===== src/rtl/game_pkg.sv =====
// Shared game constants and the collision-FSM state encoding, reused by every
// enemy collision block.
package game_pkg;

  localparam int MAX_X    = 640;
  localparam int MAX_Y    = 480;
  localparam int SPRITE_W = 16;
  localparam int SPRITE_H = 16;

  localparam logic [1:0] S_PLAY   = 2'd0;
  localparam logic [1:0] S_INVULN = 2'd1;
  localparam logic [1:0] S_OVER   = 2'd2;

  typedef enum logic [1:0] {
    ST_PLAY   = S_PLAY,
    ST_INVULN = S_INVULN,
    ST_OVER   = S_OVER
  } coll_state_t;

endpackage


===== src/rtl/bbox_overlap.sv =====
// Combinational axis-aligned overlap test between two WxH boxes given by
// top-left corners. Touching edges do not count as overlap.
module bbox_overlap #(
  parameter int W = 16,
  parameter int H = 16
) (
  input  logic [9:0] ax,
  input  logic [9:0] ay,
  input  logic [9:0] bx,
  input  logic [9:0] by,
  output logic       ovl
);

  // One extra bit so corner+size never wraps near the 10-bit limit.
  logic [10:0] ax_e, ay_e, bx_e, by_e;

  assign ax_e = {1'b0, ax};
  assign ay_e = {1'b0, ay};
  assign bx_e = {1'b0, bx};
  assign by_e = {1'b0, by};

  assign ovl = (ax_e < bx_e + 11'(W)) && (bx_e < ax_e + 11'(W)) &&
               (ay_e < by_e + 11'(H)) && (by_e < ay_e + 11'(H));

endmodule


===== src/rtl/shark_collision.sv =====
// Once-per-frame shark/Yoshi collision check with lives, invulnerability
// window and game-over handling.
//
// state     | meaning
// ----------+----------------------------------------------------------
// ST_PLAY   | vulnerable; overlap tested on each frame tick
// ST_INVULN | post-hit grace; frame_cnt counts ticks down to 0
// ST_OVER   | no lives left; waits for restart
import game_pkg::*;

module shark_collision #(
  parameter int SPRITE_W      = game_pkg::SPRITE_W,
  parameter int SPRITE_H      = game_pkg::SPRITE_H,
  parameter int LIVES_INIT    = 3,
  parameter int INVULN_FRAMES = 60,
  parameter int FRAME_Y       = 480
) (
  input  logic       clk,
  input  logic       reset,
  input  logic [9:0] x,
  input  logic [9:0] y,
  input  logic [9:0] y_x,
  input  logic [9:0] y_y,
  input  logic [9:0] shark_x,
  input  logic [9:0] shark_y,
  input  logic       restart,
  output logic       hit,
  output logic [2:0] lives,
  output logic       invuln,
  output logic       blink,
  output logic       game_over
);

  localparam logic [2:0] LIVES_LOAD = 3'(LIVES_INIT);
  localparam logic [7:0] FC_LOAD    = 8'(INVULN_FRAMES - 1);

  coll_state_t state;
  logic [7:0]  frame_cnt;
  logic [7:0]  frame_dec;
  logic        match, match_d, tick, ovl;

  bbox_overlap #(.W(SPRITE_W), .H(SPRITE_H)) u_bbox (
    .ax  (y_x),
    .ay  (y_y),
    .bx  (shark_x),
    .by  (shark_y),
    .ovl (ovl)
  );

  // x/y hold for several clocks per pixel; the edge of match gives one tick per frame.
  assign match     = (x == 10'd0) && (y == 10'(FRAME_Y));
  assign tick      = match && !match_d;
  assign frame_dec = frame_cnt - 8'd1;

  always_ff @(posedge clk or posedge reset) begin
    if (reset) begin
      state     <= ST_PLAY;
      lives     <= LIVES_LOAD;
      frame_cnt <= 8'd0;
      match_d   <= 1'b0;
      hit       <= 1'b0;
      invuln    <= 1'b0;
      blink     <= 1'b0;
      game_over <= 1'b0;
    end else begin
      match_d <= match;
      hit     <= 1'b0;
      case (state)
        ST_PLAY: begin
          if (tick && ovl) begin
            hit <= 1'b1;
            if (lives > 3'd1) begin
              lives     <= lives - 3'd1;
              frame_cnt <= FC_LOAD;
              invuln    <= 1'b1;
              blink     <= FC_LOAD[2];
              state     <= ST_INVULN;
            end else begin
              lives     <= 3'd0;
              game_over <= 1'b1;
              state     <= ST_OVER;
            end
          end
        end
        ST_INVULN: begin
          if (tick) begin
            if (frame_cnt == 8'd0) begin
              invuln <= 1'b0;
              blink  <= 1'b0;
              state  <= ST_PLAY;
            end else begin
              frame_cnt <= frame_dec;
              blink     <= frame_dec[2];
            end
          end
        end
        ST_OVER: begin
          // restart is level-sensitive here and takes priority over any tick
          if (restart) begin
            lives     <= LIVES_LOAD;
            frame_cnt <= 8'd0;
            game_over <= 1'b0;
            state     <= ST_PLAY;
          end else begin
            lives <= 3'd0;
          end
        end
        default: state <= ST_PLAY;
      endcase
    end
  end

endmodule

===== config.mk =====
export PLATFORM = sky130hd
export DESIGN_NAME = shark_collision
export DESIGN_NICKNAME = d
export VERILOG_FILES = /design/src/rtl/game_pkg.sv /design/src/rtl/bbox_overlap.sv /design/src/rtl/shark_collision.sv
export SDC_FILE = /design/constraint.sdc
export NUM_CORES = 1
export LEC_CHECK = 0
export CAP_MARGIN = 20
export CORE_MARGIN = 5
export CORE_UTILIZATION = 53
export CTS_BUF_LIST = sky130_fd_sc_hd__clkbuf_4 sky130_fd_sc_hd__clkbuf_8 sky130_fd_sc_hd__clkbuf_16
export CTS_CLUSTER_DIAMETER = 60
export DETAILED_ROUTE_END_ITERATION = 10
export GPL_TIMING_DRIVEN = 0
export PLACE_DENSITY = 0.87
export SYNTH_ARGS = -nofsm -noshare
export SYNTH_HDL_FRONTEND = slang
export SYNTH_SLANG_ARGS = --single-unit

===== constraint.sdc =====
create_clock -name clk -period 3.2 [get_ports clk]
set_input_delay 0.48 -clock clk [delete_from_list [all_inputs] [get_ports clk]]
set_output_delay 0.48 -clock clk [all_outputs]
set_load 0.005 [all_outputs]

Word-level counts from Yosys, hierarchy flattened:

Cells that the tools add are included.

* register bits: 18
* input port bits: 63
* output and inout bits: 7

* add/subtract/negate cells: 6
* order comparisons: 5
* equality and inequality tests: 10
* multiplexer cells: 32
* reductions and logical operators: 19

Operators by type and width (number)
* 10-bit by 5-bit adder with 11-bit output, second input constant: 4
* 10-bit by 11-bit less-than comparator with 1-bit output: 4
* 8-bit 2-to-1 mux: 5
* 8-bit case mux with 3 select lines: 1
* 2-bit != test, second input constant: 7
* 1-bit 2-to-1 mux: 13
* 2-bit 2-to-1 mux: 6
* 4-bit AND reduction: 3
* 10-bit by 9-bit equality test with 1-bit output, second input constant: 1
* 10-bit logical NOT: 1
* 8-bit logical NOT: 1
* 8-bit by 1-bit subtractor with 8-bit output, second input constant: 1
* 1-bit logical AND: 6
* 3-bit 2-to-1 mux: 2
* 1-bit case mux with 2 select lines: 3
* 2-bit case mux with 3 select lines: 1
* 3-bit case mux with 2 select lines: 1
* 6-bit AND reduction: 1
* 5-bit AND reduction: 1
* 2-bit nonzero test: 2
* 3-bit by 1-bit > comparator with 1-bit output, second input constant: 1
* 3-bit nonzero test: 1
* 3-bit by 1-bit subtractor with 3-bit output, second input constant: 1
* 2-bit by 1-bit equality test with 1-bit output, second input constant: 1
* other kinds (4): 4

Longest topological paths before layout:

* word-level depth: 8
* gate-level depth with buffers: 11

Hierarchy:

From an unflattened synthesis, not the netlist that was laid out.

* cells, all modules: 291
* area, all modules: 2443.6 µm²

Modules (own cells, without submodules)
* shark_collision: instances 1, cells an instance 140, area each 1290.0 µm²
* bbox_overlap: instances 1, cells an instance 151, area each 1153.6 µm²

Worst setup path after synthesis:

Ideal clock, no wire load.

* path type: input -> register
* start point: input y_x[4]
* end point: register frame_cnt[4]
* data arrival time: 2.711 ns
* data required time: 3.075 ns
* path slack: 0.364 ns
* cell stages on the path: 10
* path through: ha_1 -> nand3_1 -> xor2_1 -> ha_1 -> a21oi_1 -> o22ai_1 -> nand4bb_2 -> o41a_1 -> nor2_1 -> mux2_2

* cells in the longest elaborated chain, start to end: 8

Ends and longest elaborated chain
* start, declared: line shark_collision.sv:22 `input logic [9:0] y_x,`
* 10-bit by 5-bit adder with 11-bit output: line bbox_overlap.sv:22 `assign ovl = (ax_e < bx_e + 11'(W)) && (bx_e < ax_e + 11'(W)) &&`
* 10-bit by 11-bit less-than comparator with 1-bit output: line bbox_overlap.sv:22
* 1-bit logical AND * (2 in series): line bbox_overlap.sv:22
* 1-bit logical AND *: line bbox_overlap.sv:23 `(ay_e < by_e + 11'(H)) && (by_e < ay_e + 11'(H));`
* 1-bit logical AND *: line shark_collision.sv:70 `if (tick && ovl) begin`
* 2-bit != test (no line) *
* 6-bit AND reduction (no line) *
* end signal, assigned: line shark_collision.sv:92 `frame_cnt <= frame_dec;`
* end, declared: line shark_collision.sv:38 `logic [7:0] frame_cnt;`

Mark *: on every way between the ends. The rest lies on a longest branch, timed or not.
A chain may end at the register's enable or synchronous reset.

Worst setup path after layout:

* start point: input shark_x[7]
* end point: register frame_cnt[0]

* cells in the longest elaborated chain, start to end: 8

Ends and longest elaborated chain
* start, declared: line shark_collision.sv:24 `input logic [9:0] shark_x,`
* 10-bit by 5-bit adder with 11-bit output: line bbox_overlap.sv:22
* 10-bit by 11-bit less-than comparator with 1-bit output: line bbox_overlap.sv:22
* 1-bit logical AND * (2 in series): line bbox_overlap.sv:22
* 1-bit logical AND *: line bbox_overlap.sv:23
* 1-bit logical AND *: line shark_collision.sv:70
* 2-bit != test (no line) *
* 6-bit AND reduction (no line) *

Marked as above.

==> flow_metrics.env <==
export IMPL_status="finished, final reports clean"
export IMPL_antenna_diode_count=0
export IMPL_route_vias_total=2751
export IMPL_worstPathCellList="clkdlybuf4s50_1, nand3_2, xor2_2, ha_1, a21oi_2, o22ai_2, nand4bb_4, o41a_1, buf_6, o31ai_4, o41ai_2"
export IMPL_firstDrtPassIters=5
export IMPL_die_h_um=78.9
export IMPL_grt_antenna_before_repair=0
export IMPL_synth_nets=414
export IMPL_grt_pass1_vias=2745
export IMPL_syn_inst=305
export IMPL_cts_root_buffer_cell="clkbuf_8"
export IMPL_postRouteAntennaNets=0
export IMPL_portBuffers=69
export IMPL_synth_ff_latch_count=18
export IMPL_timing_max_cap_violations=0
export IMPL_yosys_area_top_type_share=0.229
export IMPL_placementRows=25
export IMPL_cts_tree="yes"
export IMPL_worst_slew_pin_slew_ns=0.744
export IMPL_yosysWarningCount=0
export IMPL_async_reset_ff_frac=1.00
export IMPL_drt_initial_drc_count=278
export IMPL_postLayoutCellArea_sq_um=3500
export IMPL_placement_setup_worst_slack_ns=-0.470
export IMPL_peak_ir_drop_on_the_vdd_network_mv=0.147
export IMPL_post_synth_top_count_cell="ha_1"
export IMPL_yosys_top_cells_area="ha_1 (23%), dfrtp_1 (16%), nand3_1 (5.4%)"
export IMPL_grt_start_max_net_pins=19
export IMPL_finalWorstSetupSlack_ns=0.114
export IMPL_synth_avg_cell_area_sq_um=8.26
export IMPL_crit_path_max_incr_delay_ns=0.56
export IMPL_routed_wire_length_per_instance_um=16.4
export IMPL_critical_path_max_fanout=10
export IMPL_finalHoldViolCount=0
export IMPL_worst_path_dominant_cell_family="compound AO/OA/AOI/OAI gates"
export IMPL_netlist_area_sq_um=2520
export IMPL_synth_largest_area_cell="ha_1"
export IMPL_fp_dieArea_sq_um=6230
export IMPL_hold_class="flip-flop to flip-flop"
export IMPL_cts_clk_slew_worst_paths_ns=0.08
export IMPL_maxUsedRoutingLayer="met4"
export IMPL_post_dp_hpwl_mm=5.44
export IMPL_slew_headroom=0.504
export IMPL_r2r_setup_slack_ns=0.44
export IMPL_synth_edff_count=0
export IMPL_synth_main_ff_cell="dfrtp_1"
export IMPL_power_mw=0.700
export IMPL_initial_utilization=0.540
export IMPL_met3_wirelength_um=497
export IMPL_power_density_nw_per_um2=200
export IMPL_synth_seq_area_share=0.180
export IMPL_grt_util_all_layers=0.224
export IMPL_finalMaxSlewViolations=0
export IMPL_synth_cells_most_frequent="ha_1 (46), nand3_1 (27), inv_1 (26)"
export IMPL_cp_start_kind="input port"
export IMPL_setup_tns_final_ns=0
export IMPL_met2_wirelength_mm=3.50
export IMPL_cts_inserted_buffers=3
export IMPL_wl_mm=7.17
export IMPL_globalplace_congestion=0.894
export IMPL_p_leak_nw=1.61
export IMPL_endpoint_kind="flip-flop"
export IMPL_setup_violations_final=0
export IMPL_worstSetupPathType="input port to flip-flop"
export IMPL_yosysUniqueCellTypes=60
export IMPL_placed_area_sq_um=3280
export IMPL_ios=70
export IMPL_post_route_drc_count=0
export IMPL_design_final_nets=492
export IMPL_cts_max_path_buffers=2
export IMPL_fin_worst_skew_ns=0.00519
export IMPL_data_arrival_critical_path_ns=3.22
export IMPL_min_period_ns=3.09
export IMPL_final_critical_path_share_of_the_clock_period=0.964
export IMPL_drive_gt1_frac=0.115
export IMPL_grt_overflow_total=0
export IMPL_floorplan_die_width_um=78.9
export IMPL_numClockSinks=18
export IMPL_worst_ep_required_time_ns=3.34
export IMPL_clock_insertion_delay_at_the_later_pin_of_the_skew_report_ns=0.26
export IMPL_maxClockFrequency_mhz=324
export IMPL_post_route_hold_slack_ns=0.529
export IMPL_coreArea_sq_um=4660
export IMPL_critical_path_n_buffers_inverters=2
export IMPL_slowest_stage="clkdlybuf4s50_1"
export IMPL_m1WireLength_mm=3.04
export IMPL_syn_to_final_growth_pct=39.1
export IMPL_route_detailed_vias_per_inst=6.31
export IMPL_grt_pass1_wl_mm=11.6
export IMPL_ctsHtreeMaxLevel=1
cell families after synthesis:
logic type / synth area share
AO/OA/AOI/OAI: 0.219
XOR/XNOR: 0.0626
adder cells (fa/ha/maj): 0.229
buffers and inverters: 0.0517
flip-flops: 0.180
multiplexers: 0.00844
AND/OR/NAND/NOR: 0.250
per-stage QoR:
stage	util	std cells
3_3_place_gp	0.703	428
5_1_grt	0.752	436
3_5_place_dp	0.703	428
6_report	0.752	436
4_1_cts	0.725	433
2_1_floorplan	-	305
where the power goes:
part	total [mW]	switching, mW	leakage, nW	internal, mW
Combinational	0.278	0.132	1.37	0.146
Sequential	0.228	0.0000452	0.213	0.227
Clock	0.194	0.0845	0.0288	0.110
Total	0.700	0.217	1.61	0.483
cell usage in the layout, fill, tap and decap left out, drive strengths merged, types with 3 or more instances in the layout:
cell type      count
a31oi              3
xor2              13
nand3             27
o31ai              5
a21o               3
nor2              14
o211ai             5
nor4               7
ha                46
clkdlybuf4s50     51
clkbuf             7
nor2b              7
dlymetal6s2s      16
a41oi              3
inv               26
o21ai             21
a21oi             21
nand2             23
or4                3
xnor2              5
and3               3
nand4b             3
buf                5
dfrtp             16
nor3              10
repair_timing:
item / in CTS / in global routing
buffers inserted: 1 / 3
resized for setup: 8 / 33
endpoints found under the setup margin: 10 / 17
hold buffers: 0 / 0
pin swaps: 2 / 5
endpoints found under the hold margin: 0 / 0
gates cloned: 0 / 0
flip-flops by register name, indices dropped and copies added, names as in the netlist:
| signal | count |
|---|---|
| game_over | 1 |
| frame_cnt | 8 |
| hit | 1 |
| blink | 1 |
| match_d | 1 |
| lives | 3 |
| invuln | 1 |
| state | 2 |
layout make-up:
class / count / area, sq um
sequential: 18 / 453
tap: 54 / 67.6
multi-input combinational: 257 / 2040
fill: 328 / 1160
timing repair buffer: 73 / 758
inverter: 26 / 97.6
clock buffer: 4 / 55.1
buffer: 4 / 32.5
worst paths after layout:
| path | startpoint | endpoint | cells past startpoint |
|---|---|---|---|
| max | shark_x[7] | frame_cnt[0] | 11 |
| min | lives[1] | lives[1] | 1 |
| max reg2reg | frame_cnt[2] | frame_cnt[4] | 7 |
| min reg2reg | lives[1] | lives[1] | 1 |
| max in group asynchronous | reset | frame_cnt[3] | 2 |
| min in group asynchronous | reset | hit | 2 |
metal layers:
layer | vias to the layer above | global-route usage
met5 | - | 0
met4 | 0 | 0.0550
met3 | 24 | 0.0385
met2 | 143 | 0.400
met1 | 1290 | 0.280
li1 | 1294 | -
Power figures use the tool's default switching activity.
